$ cat config.mk
export PLATFORM = sky130hd
export DESIGN_NAME = byte_mem_ctrl_flat
export DESIGN_NICKNAME = d
export VERILOG_FILES = /design/src/rtl/byte_mem_ctrl_if.sv /design/src/rtl/byte_mem_ctrl.sv /design/src/flat_wrapper.sv
export SDC_FILE = /design/constraint.sdc
export NUM_CORES = 1
export LEC_CHECK = 0
export CORE_MARGIN = 8
export CORE_UTILIZATION = 56
export DETAILED_ROUTE_END_ITERATION = 8
export PLACE_DENSITY = 0.95
export SYNTH_ARGS = -nofsm -noshare
export SYNTH_HDL_FRONTEND = slang
export SYNTH_SLANG_ARGS = --single-unit
$ cat constraint.sdc
create_clock -name clk -period 11.19 [get_ports clk]
set_input_delay 2.238 -clock clk [delete_from_list [all_inputs] [get_ports clk]]
set_output_delay 2.238 -clock clk [all_outputs]
set_load 0.02 [all_outputs]
$ cat src/rtl/byte_mem_ctrl_if.sv
`default_nettype none
// ============================================================================
// Module   : byte_mem_ctrl_if
// Purpose  : CPU-side request/response bundle for byte_mem_ctrl.
//            master = CPU memory stage, slave = controller.
// Revision : 1.0 - initial release
// ============================================================================
interface byte_mem_ctrl_if #(
  parameter int LEN        = 32,
  parameter int ADDR_WIDTH = 17
);
  logic                  req_valid;
  logic                  req_ready;
  logic                  req_write;
  logic [1:0]            req_size;
  logic                  req_unsigned;
  logic [ADDR_WIDTH-1:0] req_addr;
  logic [LEN-1:0]        req_wdata;
  logic                  resp_valid;
  logic                  resp_err;
  logic [LEN-1:0]        resp_rdata;

  modport master (
    output req_valid, req_write, req_size, req_unsigned, req_addr, req_wdata,
    input  req_ready, resp_valid, resp_err, resp_rdata
  );

  modport slave (
    input  req_valid, req_write, req_size, req_unsigned, req_addr, req_wdata,
    output req_ready, resp_valid, resp_err, resp_rdata
  );
endinterface
`default_nettype wire

$ cat src/rtl/byte_mem_ctrl.sv
`default_nettype none
// ============================================================================
// Module   : byte_mem_ctrl
// Purpose  : Serialises byte/half/word load-store requests into little-endian
//            byte accesses on a byte-wide synchronous RAM, reassembles and
//            extends load data, and rejects misaligned/illegal requests.
// Revision : 1.0 - initial release
// ============================================================================
module byte_mem_ctrl #(
  parameter int LEN        = 32,
  parameter int ADDR_WIDTH = 17
) (
  input  logic                  clk,
  input  logic                  rst,
  byte_mem_ctrl_if.slave        bus,
  output logic                  o_mem_en,
  output logic                  o_mem_we,
  output logic [ADDR_WIDTH-1:0] o_mem_addr,
  output logic [7:0]            o_mem_wdata,
  input  logic [7:0]            i_mem_rdata
);

  typedef enum logic [2:0] {
    S_IDLE = 3'd0,
    S_RUN  = 3'd1,
    S_TAIL = 3'd2,
    S_RESP = 3'd3,
    S_ERR  = 3'd4
  } state_t;

  localparam logic [1:0] c_SIZE_BYTE = 2'b00;
  localparam logic [1:0] c_SIZE_HALF = 2'b01;
  localparam logic [1:0] c_SIZE_WORD = 2'b10;

  state_t                r_state;
  logic [1:0]            r_cnt;       // index of the byte being issued
  logic [1:0]            r_last;      // index of the final byte (N-1)
  logic                  r_write;
  logic [1:0]            r_size;
  logic                  r_unsigned;
  logic [ADDR_WIDTH-1:0] r_addr;
  logic [LEN-1:0]        r_wdata;
  logic [LEN-1:0]        r_data;      // load bytes gathered so far
  logic                  r_mem_en;
  logic                  r_mem_we;
  logic [ADDR_WIDTH-1:0] r_mem_addr;
  logic [7:0]            r_mem_wdata;
  logic                  r_resp_valid;
  logic                  r_resp_err;
  logic [LEN-1:0]        r_resp_rdata;

  logic                  w_ready;
  logic                  w_accept;
  logic                  w_err;
  logic [1:0]            w_req_last;
  logic [1:0]            w_next_cnt;
  logic [1:0]            w_prev_cnt;
  logic [ADDR_WIDTH-1:0] w_next_addr;
  logic [LEN-1:0]        w_asm;
  logic [LEN-1:0]        w_ext;

  // Ready drops with reset so nothing is accepted while held.
  assign w_ready    = (r_state == S_IDLE) & rst;
  assign w_accept   = bus.req_valid & w_ready;
  assign w_err      = (bus.req_size == 2'b11)
                    | ((bus.req_size == c_SIZE_HALF) & bus.req_addr[0])
                    | ((bus.req_size == c_SIZE_WORD) & (bus.req_addr[1:0] != 2'b00));
  assign w_next_cnt  = r_cnt + 2'd1;
  assign w_prev_cnt  = r_cnt - 2'd1;
  assign w_next_addr = r_addr + ADDR_WIDTH'(w_next_cnt);

  // Last byte index for the incoming request: 0, 1 or 3.
  always_comb begin
    w_req_last = 2'd0;
    case (bus.req_size)
      c_SIZE_HALF: w_req_last = 2'd1;
      c_SIZE_WORD: w_req_last = 2'd3;
      default:     w_req_last = 2'd0;
    endcase
  end

  // Full load word: gathered bytes plus the final byte arriving this cycle.
  always_comb begin
    w_asm = r_data;
    w_asm[{r_last, 3'b000} +: 8] = i_mem_rdata;
  end

  // Sign/zero extension by access size; words pass through unchanged.
  always_comb begin
    w_ext = w_asm;
    case (r_size)
      c_SIZE_BYTE: w_ext = {{(LEN-8){~r_unsigned & w_asm[7]}}, w_asm[7:0]};
      c_SIZE_HALF: w_ext = {{(LEN-16){~r_unsigned & w_asm[15]}}, w_asm[15:0]};
      default:     w_ext = w_asm;
    endcase
  end

  // Control FSM; all memory strobes and response fields are registered here.
  always_ff @(posedge clk) begin
    if (!rst) begin
      r_state      <= S_IDLE;
      r_cnt        <= 2'd0;
      r_last       <= 2'd0;
      r_write      <= 1'b0;
      r_size       <= 2'd0;
      r_unsigned   <= 1'b0;
      r_addr       <= '0;
      r_wdata      <= '0;
      r_data       <= '0;
      r_mem_en     <= 1'b0;
      r_mem_we     <= 1'b0;
      r_mem_addr   <= '0;
      r_mem_wdata  <= 8'h00;
      r_resp_valid <= 1'b0;
      r_resp_err   <= 1'b0;
      r_resp_rdata <= '0;
    end else begin
      case (r_state)
        S_IDLE: begin
          if (w_accept) begin
            r_write    <= bus.req_write;
            r_size     <= bus.req_size;
            r_unsigned <= bus.req_unsigned;
            r_addr     <= bus.req_addr;
            r_wdata    <= bus.req_wdata;
            r_last     <= w_req_last;
            r_data     <= '0;
            if (w_err) begin
              r_state      <= S_ERR;
              r_resp_valid <= 1'b1;
              r_resp_err   <= 1'b1;
              r_resp_rdata <= '0;
            end else begin
              r_state     <= S_RUN;
              r_cnt       <= 2'd0;
              r_mem_en    <= 1'b1;
              r_mem_we    <= bus.req_write;
              r_mem_addr  <= bus.req_addr;
              r_mem_wdata <= bus.req_write ? bus.req_wdata[7:0] : 8'h00;
            end
          end
        end
        S_RUN: begin
          // Read data lags the issued address by one cycle.
          if (!r_write && (r_cnt != 2'd0)) begin
            r_data[{w_prev_cnt, 3'b000} +: 8] <= i_mem_rdata;
          end
          if (r_cnt == r_last) begin
            r_mem_en <= 1'b0;
            r_mem_we <= 1'b0;
            if (r_write) begin
              r_state      <= S_RESP;
              r_resp_valid <= 1'b1;
              r_resp_err   <= 1'b0;
              r_resp_rdata <= '0;
            end else begin
              r_state <= S_TAIL;
            end
          end else begin
            r_cnt       <= w_next_cnt;
            r_mem_addr  <= w_next_addr;
            r_mem_wdata <= r_write ? r_wdata[{w_next_cnt, 3'b000} +: 8] : 8'h00;
          end
        end
        S_TAIL: begin
          r_state      <= S_RESP;
          r_resp_valid <= 1'b1;
          r_resp_err   <= 1'b0;
          r_resp_rdata <= w_ext;
        end
        S_RESP, S_ERR: begin
          r_state      <= S_IDLE;
          r_resp_valid <= 1'b0;
          r_resp_err   <= 1'b0;
          r_resp_rdata <= '0;
        end
        default: begin
          r_state <= S_IDLE;
        end
      endcase
    end
  end

  assign bus.req_ready  = w_ready;
  assign bus.resp_valid = r_resp_valid;
  assign bus.resp_err   = r_resp_err;
  assign bus.resp_rdata = r_resp_rdata;
  assign o_mem_en       = r_mem_en;
  assign o_mem_we       = r_mem_we;
  assign o_mem_addr     = r_mem_addr;
  assign o_mem_wdata    = r_mem_wdata;

endmodule
`default_nettype wire

$ cat src/flat_wrapper.sv
// flat-port wrapper written by rule: the top's interface ports become plain ports
module byte_mem_ctrl_flat 
#(
  parameter int LEN        = 32,
  parameter int ADDR_WIDTH = 17
)
  (clk, rst, o_mem_en, o_mem_we, o_mem_addr, o_mem_wdata, i_mem_rdata, bus_req_valid, bus_req_write, bus_req_size, bus_req_unsigned, bus_req_addr, bus_req_wdata, bus_req_ready, bus_resp_valid, bus_resp_err, bus_resp_rdata);
  byte_mem_ctrl_if #(.LEN(LEN), .ADDR_WIDTH(ADDR_WIDTH)) bus_i ();
  input  logic clk;
  input  logic rst;
  output logic o_mem_en;
  output logic o_mem_we;
  output logic [ADDR_WIDTH-1:0] o_mem_addr;
  output logic [7:0] o_mem_wdata;
  input  logic [7:0] i_mem_rdata;
  input wire logic [$bits(bus_i.req_valid)-1:0] bus_req_valid;
  input wire logic [$bits(bus_i.req_write)-1:0] bus_req_write;
  input wire logic [$bits(bus_i.req_size)-1:0] bus_req_size;
  input wire logic [$bits(bus_i.req_unsigned)-1:0] bus_req_unsigned;
  input wire logic [$bits(bus_i.req_addr)-1:0] bus_req_addr;
  input wire logic [$bits(bus_i.req_wdata)-1:0] bus_req_wdata;
  output wire logic [$bits(bus_i.req_ready)-1:0] bus_req_ready;
  output wire logic [$bits(bus_i.resp_valid)-1:0] bus_resp_valid;
  output wire logic [$bits(bus_i.resp_err)-1:0] bus_resp_err;
  output wire logic [$bits(bus_i.resp_rdata)-1:0] bus_resp_rdata;
  assign bus_i.req_valid = bus_req_valid;
  assign bus_i.req_write = bus_req_write;
  assign bus_i.req_size = bus_req_size;
  assign bus_i.req_unsigned = bus_req_unsigned;
  assign bus_i.req_addr = bus_req_addr;
  assign bus_i.req_wdata = bus_req_wdata;
  assign bus_req_ready = bus_i.req_ready;
  assign bus_resp_valid = bus_i.resp_valid;
  assign bus_resp_err = bus_i.resp_err;
  assign bus_resp_rdata = bus_i.resp_rdata;
  byte_mem_ctrl #(.LEN(LEN), .ADDR_WIDTH(ADDR_WIDTH)) u_core (.clk(clk), .rst(rst), .bus(bus_i), .o_mem_en(o_mem_en), .o_mem_we(o_mem_we), .o_mem_addr(o_mem_addr), .o_mem_wdata(o_mem_wdata), .i_mem_rdata(i_mem_rdata));
endmodule
# Word level (Yosys, flattened, before mapping)
# Index checks and enable logic that the tools add are counted.
# op_classes
n_reduce_logical,18
mul,0
shifts,5
mux,46
n_div,0
magnitude_cmp,0
n_eq_ne,16
n_bitwise,9
addsub,5
# op_table
cell,n
$mux W32,6
$pmux W32 S2,2
$pmux W32 S4,1
$bwmux W32,2
$shift A8 B7 Y32 const A,2
$shiftx A8 B7 Y32,2
$mux W17,3
$mux W8,5
$pmux W17 S2,1
$shiftx A32 B6 Y8,1
$add A17 B2 Y17,1
$pmux W8 S2,1
$neg A5 Y7,2
$mux W1,12
$ne A2 B1 Y1 const B,5
$reduce_and A5 Y1,2
$mux W3,3
$pmux W3 S3,1
$pmux W2 S2,2
$reduce_and A4 Y1,2
$and A1 B1 Y1,6
$eq A3 B2 Y1 const B,2
$mux W2,3
$reduce_bool A2 Y1,3
23 further kinds,29
# totals
ff_bits,153
ramBits,0
wordCells,115
mem_bits_ro,0
latchBits,0
mem_count,0
output_inout_bits,62

# Logic depth before layout (Yosys ltp)
# Gate-level depths: netlist of run 1.
# depth
depth_word,7
depth_mapped,12
ltp_nobuf,9

# Worst setup path after synthesis of run 1
# OpenSTA, ideal clock, no wires.
# synth_path
path_type,input to output
startpoint,input rst
endpoint,output bus_req_ready
required_time_ns,8.952
arrival_ns,2.743
n_path_buf,1
stages,3
path_slack_ns,6.209
path_cell_list,buf_2 > nand2b_1 > nor2_1
# synth_via
elab_chain_len,1
# synth_rtl
item,line_no,source
from (decl),flat_wrapper.sv:10,input logic rst;
$and A1 B1 Y1,byte_mem_ctrl.sv:63,assign w_ready = (r_state == S_IDLE) & rst;
to (decl),flat_wrapper.sv:22,output wire logic [$bits(bus_i.req_ready)-1:0] bus_req_ready;
# Every way passes these cells.

# Worst setup path after layout of run 1
# Same ends and word-level chain as after synthesis.

==> results.sh, run 1 <==
export IMPL_clock_sink_count=153
export IMPL_slowest_stage="clkdlybuf4s50_1"
export IMPL_htree_levels=4
export IMPL_nNetsFinal=974
export IMPL_path_delay_family="buffers and inverters"
export IMPL_syn_area_mm2=0.00680
export IMPL_drc=0
export IMPL_postCtsHoldBufs=0
export IMPL_syn_num_nets=883
export IMPL_row_count=40
export IMPL_worst_pin_slew_ps=1210
export IMPL_fin_crit_sh=0.536
export IMPL_grt_busiest_layer="met2"
export IMPL_die_area_mm2=0.0159
export IMPL_antenna_found_initial=0
export IMPL_dieWidth_um=126
export IMPL_synth_edf_count=0
export IMPL_cp_data_arrival_time_ps=3760
export IMPL_cts_resized=0
export IMPL_fin_skew_ps=7.95
export IMPL_seqCellArea_mm2=0.00306
export IMPL_totalWireLength_um=18500
export IMPL_grtUsageMet1=0.286
export IMPL_core_area_mm2=0.0119
export IMPL_power_density_mw_per_mm2=166
export IMPL_drv_cap=0
export IMPL_dr_pass1_iters=5
export IMPL_slew_headroom=0.190
export IMPL_timing_fmax_mhz=167
export IMPL_track_usage=0.233
export IMPL_clkLatencyLatePin_ps=430
export IMPL_setup_viol=0
export IMPL_yosysUniqueCellTypes=62
export IMPL_hold_viol_final=0
export IMPL_yosysWarnings=0
export IMPL_use_met2=0.380
export IMPL_vias=6297
export IMPL_grt_max_degree=120
export IMPL_finish_instance_area_mm2=0.00865
export IMPL_cp_max_fo=73
export IMPL_syn_area_per_cell_um2=8.46
export IMPL_num_fill_cells=843
export IMPL_ios=126
export IMPL_fin_total_pwr_mw=1.44
export IMPL_cts_made_buffers=17
export IMPL_path_class="input pin to output port"
export IMPL_fp_dieH_um=126
export IMPL_cp_num_buf_inv=3
export IMPL_drv_slew=0
export IMPL_max_stage_delay_ps=620
export IMPL_hold_ws_ps=438
export IMPL_num_antenna_cells=0
export IMPL_drt_iter0_drc=606
export IMPL_crit_path_end_kind="output port"
export IMPL_grt_ovfl_total=0
export IMPL_cellLeakagePower_nw=2.99
export IMPL_status="completed"
export IMPL_seq_area_frac_synth=0.450
export IMPL_initial_core_util=0.571
export IMPL_multi_input_area_mm2=0.00339
export IMPL_cts_tree="yes"
export IMPL_cp_cell_sequence="buf_2, buf_4, nand2b_1, nor2_1, clkdlybuf4s50_1"
export IMPL_cts_setup_buffers=0
export IMPL_setup_tns_ps=0
export IMPL_ant_nets=0
export IMPL_drive_gt1_frac=0.0639
export IMPL_grt_pass1_wl_um=30400
export IMPL_dpl_cell_area_mm2=0.00803
export IMPL_numPortBuffers=125
export IMPL_synth_async_sr_flop_share=0
export IMPL_met3_usage=0.0633
export IMPL_hpwl_um=12100
export IMPL_grt_pass1_vias=6024
export IMPL_clk_path_buf_depth=2
export IMPL_hold_class="register to register"
export IMPL_wire_per_inst_um=17.5
export IMPL_synth_flop_cell="dfxtp_1"
export IMPL_synthCells=804
export IMPL_rsz0062_at_grt="false"
export IMPL_ys_ff_latch=153
export IMPL_start_kind="input pin"
export IMPL_cts_clk_slew_worst_paths_ps=60
export IMPL_place_gp_congestion=0.824
export IMPL_root_buffer="clkbuf_16"
export IMPL_period_needed_ps=6000
export IMPL_ir_drop_mv=0.123
export IMPL_required_ps=8950
export IMPL_areaGrowthSynthToFinish_pct=27.2
export IMPL_vias_per_cell=5.97
-- cell type report --
| class | instances | area share |
|---|---|---|
| clock buffers | 20 | 0.0540 |
| flip-flops and latches | 153 | 0.354 |
| inverters | 30 | 0.0130 |
| repair buffers | 130 | 0.148 |
| multi-input cells | 563 | 0.392 |
| well taps | 147 | 0.0213 |
| clock inverters | 12 | 0.0171 |
-- kinds of logic (layout without fill, tap and decap cells) --
| kind of cell | count (synthesis) | in the layout | share of synthesized area |
|---|---|---|---|
| flops | 153 | 153 | 0.450 |
| xor+xnor | 14 | 14 | 0.0180 |
| mux | 12 | 12 | 0.0326 |
| compound gates | 238 | 238 | 0.225 |
| simple gates | 284 | 284 | 0.192 |
| buf+inv | 88 | 192 | 0.0530 |
| fa+ha+maj | 15 | 15 | 0.0287 |
-- path summary, 6_finish.rpt --
check	startpoint	to	slack, ps	depth (start not counted)
max	rst	bus_req_ready	5190	5
min	u_core.r_data[28]$_SDFFE_PN0P_	u_core.r_data[28]$_SDFFE_PN0P_	440	2
max reg2reg	u_core.r_cnt[0]$_SDFFE_PN0P_	u_core.o_mem_addr[16]$_SDFFE_PN0P_	6940	9
min reg2reg	u_core.r_data[28]$_SDFFE_PN0P_	u_core.r_data[28]$_SDFFE_PN0P_	440	2
-- report_power, final --
part	total, mW	internal [mW]	switching (mW)
Clock	0.593	0.367	0.226
Sequential	0.615	0.583	0.0323
Combinational	0.231	0.0972	0.133
Total	1.44	1.05	0.392
-- metrics by stage --
step                cells   util  worst slack, ps
CTS                  1055  0.726             5190
global route         1055  0.726             5110
global placement     1023  0.674             5200
finish               1055  0.726             5190
detailed placement   1023  0.674             5190
floorplan             804      -             6210
-- cells in the final DEF (no fill, tap or decap), types with 14 or more instances in the layout --
cell type / n
a21oi_1: 58
nor3_1: 16
clkdlybuf4s50_1: 124
clkbuf_16: 17
o21ai_0: 78
inv_1: 29
dfxtp_1: 153
nor2_1: 26
ha_1: 14
nand3_1: 34
nand2_1: 156
o2bb2ai_1: 31
-- worst reg2reg max path: cells and delay by family, from the launching register on --
family,cells,cell delay [ps]
and+or+nand+nor,4,1120
DFF,1,900
adders and majority gates,2,1330
buffers and inverters,2,460
AOI/OAI and AO/OA,1,340
-- metal layers --
metal / vias to the layer above / routed length, um
met3: 37 / 1500
met5: - / 0
met4: 0 / 375
li1: 3019 / -
met1: 2935 / 7810
met2: 306 / 8780
-- cells in the mapped netlist (2+ instances only) --
| master | instances | share of area |
|---|---|---|
| a221oi_1 | 7 | 0.0090 |
| buf_1 | 8 | 0.0044 |
| nor2_1 | 27 | 0.015 |
| nor4_1 | 4 | 0.0037 |
| xnor2_1 | 4 | 0.0052 |
| nand3_1 | 34 | 0.025 |
| o22ai_1 | 5 | 0.0046 |
| nor2b_1 | 10 | 0.0092 |
| a22oi_1 | 8 | 0.0088 |
| nand2b_1 | 11 | 0.010 |
| a21oi_1 | 58 | 0.043 |
| inv_1 | 30 | 0.017 |
| a31oi_1 | 4 | 0.0037 |
| o21ai_0 | 78 | 0.057 |
| nor3_1 | 16 | 0.012 |
| or3b_1 | 2 | 0.0026 |
| a22o_1 | 2 | 0.0026 |
| mux2i_1 | 3 | 0.0044 |
| o21ai_1 | 4 | 0.0029 |
| a21o_1 | 2 | 0.0022 |
| buf_2 | 15 | 0.011 |
| nand3b_1 | 2 | 0.0022 |
| buf_4 | 3 | 0.0033 |
| nand4_1 | 4 | 0.0037 |
| nand2_1 | 156 | 0.086 |
| xor2_1 | 10 | 0.013 |
| ha_1 | 14 | 0.026 |
| and3b_1 | 2 | 0.0026 |
| o32ai_2 | 2 | 0.0048 |
| o2bb2ai_1 | 31 | 0.040 |
| a211oi_1 | 11 | 0.012 |
| dfxtp_1 | 153 | 0.45 |
| o221ai_1 | 2 | 0.0026 |
| o211ai_1 | 6 | 0.0066 |
| o21a_1 | 3 | 0.0033 |
| o31ai_1 | 4 | 0.0044 |
| and3_1 | 2 | 0.0018 |
| mux4_2 | 8 | 0.026 |
| and2_1 | 3 | 0.0028 |
| a311oi_1 | 3 | 0.0039 |
| clkbuf_1 | 32 | 0.018 |
-- flip-flops by register name (all words and copies together) (netlist names) --
register,flops
u_core.r_write,1
u_core.r_unsigned,1
u_core.o_mem_addr,17
u_core.r_state,3
u_core.o_mem_en,1
u_core.bus.resp_err,1
u_core.r_cnt,2
u_core.bus.resp_valid,1
u_core.r_wdata,32
u_core.o_mem_we,1
u_core.r_last,2
u_core.r_data,32
u_core.r_addr,17
u_core.o_mem_wdata,8
u_core.bus.resp_rdata,32
u_core.r_size,2
No activity file was read; power rests on OpenSTA's default activity.
==> run 2, diff against run 1 <==
- CORE_UTILIZATION: 56 -> 47
- PLACE_DENSITY: 0.95 -> 0.86
- clock period: 11.19 -> 5.3 ns (I/O delays scaled with it)
==> run 2 against run 1 <==
- clock power grew 110%
- cell count is 3.7% higher
- via count down 3.1%
- sequential share of layout area fell by 0.26 points
- register-to-register slack lost 5300 ps
- die area increased by 17%
- combinational power is 110% higher
- critical path type is now register to register
==> results.sh, run 2 (same netlist as run 1, synthesis figures left out) <==
export IMPL_multi_input_area_mm2=0.00339
export IMPL_vias_per_cell=5.58
export IMPL_setup_viol=0
export IMPL_nNetsFinal=977
export IMPL_cts_setup_buffers=0
export IMPL_dr_pass1_iters=5
export IMPL_start_kind="register"
export IMPL_ant_nets=0
export IMPL_power_density_mw_per_mm2=346
export IMPL_clock_sink_count=153
export IMPL_drv_slew=0
export IMPL_whs_path_depth=2
export IMPL_cts_made_buffers=17
export IMPL_met3_usage=0.0739
export IMPL_grt_busiest_layer="met2"
export IMPL_rsz0062_at_grt="false"
export IMPL_drc=0
export IMPL_dieWidth_um=136
export IMPL_antenna_found_initial=1
export IMPL_path_class="register to register"
export IMPL_use_met2=0.326
export IMPL_drv_cap=0
export IMPL_fin_skew_ps=8.29
export IMPL_reg2reg_depth=9
export IMPL_wire_per_inst_um=16.7
export IMPL_initial_core_util=0.475
export IMPL_clk_path_buf_depth=2
export IMPL_ir_drop_mv=0.258
export IMPL_timing_fmax_mhz=275
export IMPL_grt_ovfl_total=0
export IMPL_final_common_cell="nand2_1"
export IMPL_cp_data_arrival_time_ps=3960
export IMPL_grt_max_degree=76
export IMPL_required_ps=5620
export IMPL_grtUsageMet1=0.241
export IMPL_htree_levels=4
export IMPL_hold_class="register to register"
export IMPL_slew_headroom=0.180
export IMPL_setup_tns_ps=0
export IMPL_hold_viol_final=0
export IMPL_die_area_mm2=0.0186
export IMPL_hpwl_um=12400
export IMPL_ios=126
export IMPL_final_cell_mix="156 x nand2_1, 153 x dfxtp_1, 124 x clkdlybuf4s50_1, 78 x o21ai_0, 58 x a21oi_1"
export IMPL_cp_max_fo=16
export IMPL_cellLeakagePower_nw=3.00
export IMPL_areaGrowthSynthToFinish_pct=28.2
export IMPL_period_needed_ps=3640
export IMPL_track_usage=0.202
export IMPL_fin_crit_sh=0.687
export IMPL_place_gp_congestion=0.805
export IMPL_utilization=0.609
export IMPL_drive_gt1_frac=0.0648
export IMPL_drt_iter0_drc=593
export IMPL_seqCellArea_mm2=0.00306
export IMPL_numPortBuffers=125
export IMPL_row_count=44
export IMPL_grt_pass1_vias=5967
export IMPL_status="completed"
export IMPL_num_antenna_cells=0
export IMPL_cts_resized=0
export IMPL_num_fill_cells=1233
export IMPL_root_buffer="clkbuf_16"
export IMPL_crit_path_end_kind="register"
export IMPL_worst_pin_slew_ps=1230
export IMPL_clkLatencyLatePin_ps=430
export IMPL_cts_clk_slew_worst_paths_ps=60
export IMPL_grt_pass1_wl_um=29900
export IMPL_totalWireLength_um=18300
export IMPL_postCtsHoldBufs=0
export IMPL_fp_dieH_um=136
export IMPL_cts_tree="yes"
export IMPL_vias=6102
export IMPL_core_area_mm2=0.0143
==> run 2: cell count changes in the layout (fill, tap and decap cells not counted) <==
cell and delta:
clkbuf_1 +1, clkinv_2 -3, clkbuf_8 +4, clkinv_4 -2, bufinv_16 -1, buf_4 +3
==> run 2: through the flow <==
step | setup slack, ps | hold WS (ps) | cell area (um2) | total power, mW | instances
floorplan | 1750 | 419 | 6800 | 1.61 | 804
global placement | 1470 | 425 | 8100 | 1.79 | 1063
detailed placement | 1390 | 430 | 8100 | 1.80 | 1063
CTS | 1690 | 438 | 8710 | 3.03 | 1094
global route | 1480 | 458 | 8710 | 3.14 | 1094
finish | 1660 | 437 | 8710 | 3.02 | 1094
==> run 2: path summary, 6_finish.rpt <==
| kind | to | slack [ps] | start |
|---|---|---|---|
| min | u_core.r_data[26]$_SDFFE_PN0P_ | 440 | u_core.r_data[26]$_SDFFE_PN0P_ |
| max reg2reg | u_core.o_mem_addr[16]$_SDFFE_PN0P_ | 1660 | u_core.r_cnt[0]$_SDFFE_PN0P_ |
| max | u_core.o_mem_addr[16]$_SDFFE_PN0P_ | 1660 | u_core.r_cnt[0]$_SDFFE_PN0P_ |
| min reg2reg | u_core.r_data[26]$_SDFFE_PN0P_ | 440 | u_core.r_data[26]$_SDFFE_PN0P_ |
==> run 2: critical path, stage by stage (launching register included) <==
cell,delay (ps)
dfxtp_1,900
inv_1,250
ha_1,380
inv_1,100
fa_1,490
nand2b_1,240
nor3_1,430
nand4_1,210
and3b_1,230
o32ai_1,300
==> run 2: power breakdown <==
group / switching, mW / internal, mW
clock: 0.455 / 0.777
combinational: 0.281 / 0.207
sequential: 0.0664 / 1.23
==> run 2: cell type report <==
class                           instances  area share
Clock buffer                           25      0.0603
Clock inverter                          6     0.00976
Inverter                               30      0.0129
Multi-Input combinational cell        563       0.389
Sequential cell                       153       0.352
Tap cell                              184      0.0264
Timing Repair Buffer                  133       0.150
==> run 2: layer usage <==
metal  share of wire  up-vias
li1                -     3021
met2            0.48      187
met1            0.43     2861
met5         0.00060        -
met3           0.081       31
met4           0.017        2
==> run 3, diff against run 2 <==
- clock period: 5.3 -> 3.31 ns (I/O delays scaled with it)
==> run 3 against run 2 <==
- cell count increased by 0.82%
- routed wire length about the same
- die area unchanged
- clock skew increased by 1.4 ps
- worst hold slack improved by 2.0 ps
==> results.sh, run 3 (same netlist as run 1, synthesis figures left out) <==
export IMPL_reg2reg_from="u_core.r_cnt[1]$_SDFFE_PN0P_"
export IMPL_worst_pin_slew_ps=815
export IMPL_core_area_mm2=0.0143
export IMPL_vias=6183
export IMPL_totalWireLength_um=18300
export IMPL_timing_fmax_mhz=348
export IMPL_grt_pass1_wl_um=29600
export IMPL_wire_per_inst_um=16.6
export IMPL_hold_class="register to register"
export IMPL_path_delay_family="simple AND/OR/NAND/NOR gates"
export IMPL_drt_iter0_drc=482
export IMPL_cts_clk_slew_worst_paths_ps=60
export IMPL_cts_tree="yes"
export IMPL_postCtsHoldBufs=0
export IMPL_nNetsFinal=985
export IMPL_grt_pass1_vias=5957
export IMPL_max_stage_delay_ps=580
export IMPL_fin_crit_sh=0.868
export IMPL_dieWidth_um=136
export IMPL_cp_max_fo=13
export IMPL_drc=0
export IMPL_slowest_stage="clkdlybuf4s50_1"
export IMPL_drive_gt1_frac=0.0751
export IMPL_drv_cap=0
export IMPL_fin_cells=1103
export IMPL_antenna_found_initial=1
export IMPL_hold_viol_final=0
export IMPL_seqCellArea_mm2=0.00306
export IMPL_pre_cts_ws_ps=255
export IMPL_clkLatencyLatePin_ps=430
export IMPL_num_fill_cells=1202
export IMPL_hold_ws_ps=439
export IMPL_setup_viol=0
export IMPL_hpwl_um=12500
export IMPL_path_class="register to output port"
export IMPL_setup_slack_ps=438
export IMPL_grt_max_degree=67
export IMPL_required_ps=2650
export IMPL_drv_slew=0
export IMPL_fp_dieH_um=136
export IMPL_setup_tns_ps=0
export IMPL_final_common_cell="nand2_1"
export IMPL_crit_path_end_kind="output port"
export IMPL_dpl_cell_area_mm2=0.00820
export IMPL_start_kind="register"
export IMPL_cts_made_buffers=17
export IMPL_die_area_mm2=0.0186
export IMPL_track_usage=0.199
export IMPL_row_count=44
export IMPL_fin_skew_ps=9.67
export IMPL_areaGrowthSynthToFinish_pct=31.0
export IMPL_rsz0062_at_grt="false"
export IMPL_clk_path_buf_depth=2
export IMPL_cellLeakagePower_nw=3.09
export IMPL_place_gp_congestion=0.832
export IMPL_slew_headroom=0.453
export IMPL_root_buffer="clkbuf_16"
export IMPL_finish_instance_area_mm2=0.00891
export IMPL_multi_input_area_mm2=0.00339
export IMPL_startpoint="u_core.r_state[1]$_SDFFE_PN0P_"
export IMPL_num_antenna_cells=0
export IMPL_place_inst=1071
export IMPL_htree_levels=4
export IMPL_clock_sink_count=153
export IMPL_cp_num_buf_inv=1
export IMPL_dr_pass1_iters=4
export IMPL_ant_nets=0
export IMPL_period_needed_ps=2870
export IMPL_vias_per_cell=5.61
export IMPL_final_cell_mix="156 x nand2_1, 153 x dfxtp_1, 124 x clkdlybuf4s50_1, 78 x o21ai_0, 58 x a21oi_1"
export IMPL_cts_setup_buffers=0
export IMPL_power_density_mw_per_mm2=582
export IMPL_status="completed"
export IMPL_numPortBuffers=125
export IMPL_hp_start="u_core.r_data[29]$_SDFFE_PN0P_"
export IMPL_grt_ovfl_total=0
export IMPL_cts_resized=0
export IMPL_ir_drop_mv=0.457
export IMPL_initial_core_util=0.475
export IMPL_cp_data_arrival_time_ps=2210
export IMPL_ios=126
export IMPL_cp_cell_sequence="or2_1, nor2_1, clkdlybuf4s50_1"
run 3: cell types whose count changed in the layout (fill, tap and decap cells not counted):
| cell | delta |
|---|---|
| buf_12 | +3 |
| buf_4 | +5 |
| bufinv_16 | +5 |
| clkbuf_1 | -1 |
| clkbuf_8 | -6 |
| clkinv_2 | -1 |
| clkinv_4 | +2 |
| clkinvlp_4 | -1 |
| inv_6 | +3 |
run 3: per-stage QoR:
stage | util | power [mW]
after detailed placement | 0.573 | 2.90
after floorplan | - | 2.57
after global placement | 0.573 | 2.89
after global routing | 0.622 | 5.37
after CTS | 0.622 | 5.20
final | 0.622 | 5.19
run 3: routing by layer:
| metal | vias up | track usage | wire (um) |
|---|---|---|---|
| met3 | 27 | 0.0606 | 1420 |
| met5 | - | 0 | 11 |
| met2 | 233 | 0.332 | 8790 |
| li1 | 3037 | - | - |
| met4 | 2 | 0.0750 | 292 |
| met1 | 2884 | 0.235 | 7760 |
run 3: where the power goes:
part	internal, mW	leakage, nW	switching [mW]	total [mW]
Sequential	1.97	1.25	0.104	2.07
Combinational	0.349	1.51	0.455	0.804
Clock	1.52	0.342	0.791	2.31
run 3: worst min-delay path, stage by stage, from the launching register on:
cell and delay [ps]:
dfxtp_1 300, inv_1 50, nor3_1 40
run 3: worst paths after layout:
| path | slack [ps] | depth (start not counted) | to |
|---|---|---|---|
| worst max-delay path | 440 | 3 | bus_req_ready |
| worst min-delay path | 440 | 2 | u_core.r_data[29]$_SDFFE_PN0P_ |
| worst max register to register | 740 | 9 | u_core.o_mem_addr[16]$_SDFFE_PN0P_ |
| worst min register to register | 440 | 2 | u_core.r_data[29]$_SDFFE_PN0P_ |
run 3: cell type report:
cell class | count | share of cell area
Tap cell | 184 | 0.0258
Sequential cell | 153 | 0.344
Clock inverter | 14 | 0.0299
Multi-Input combinational cell | 563 | 0.381
Timing Repair Buffer | 141 | 0.158
Clock buffer | 18 | 0.0493
Inverter | 30 | 0.0126
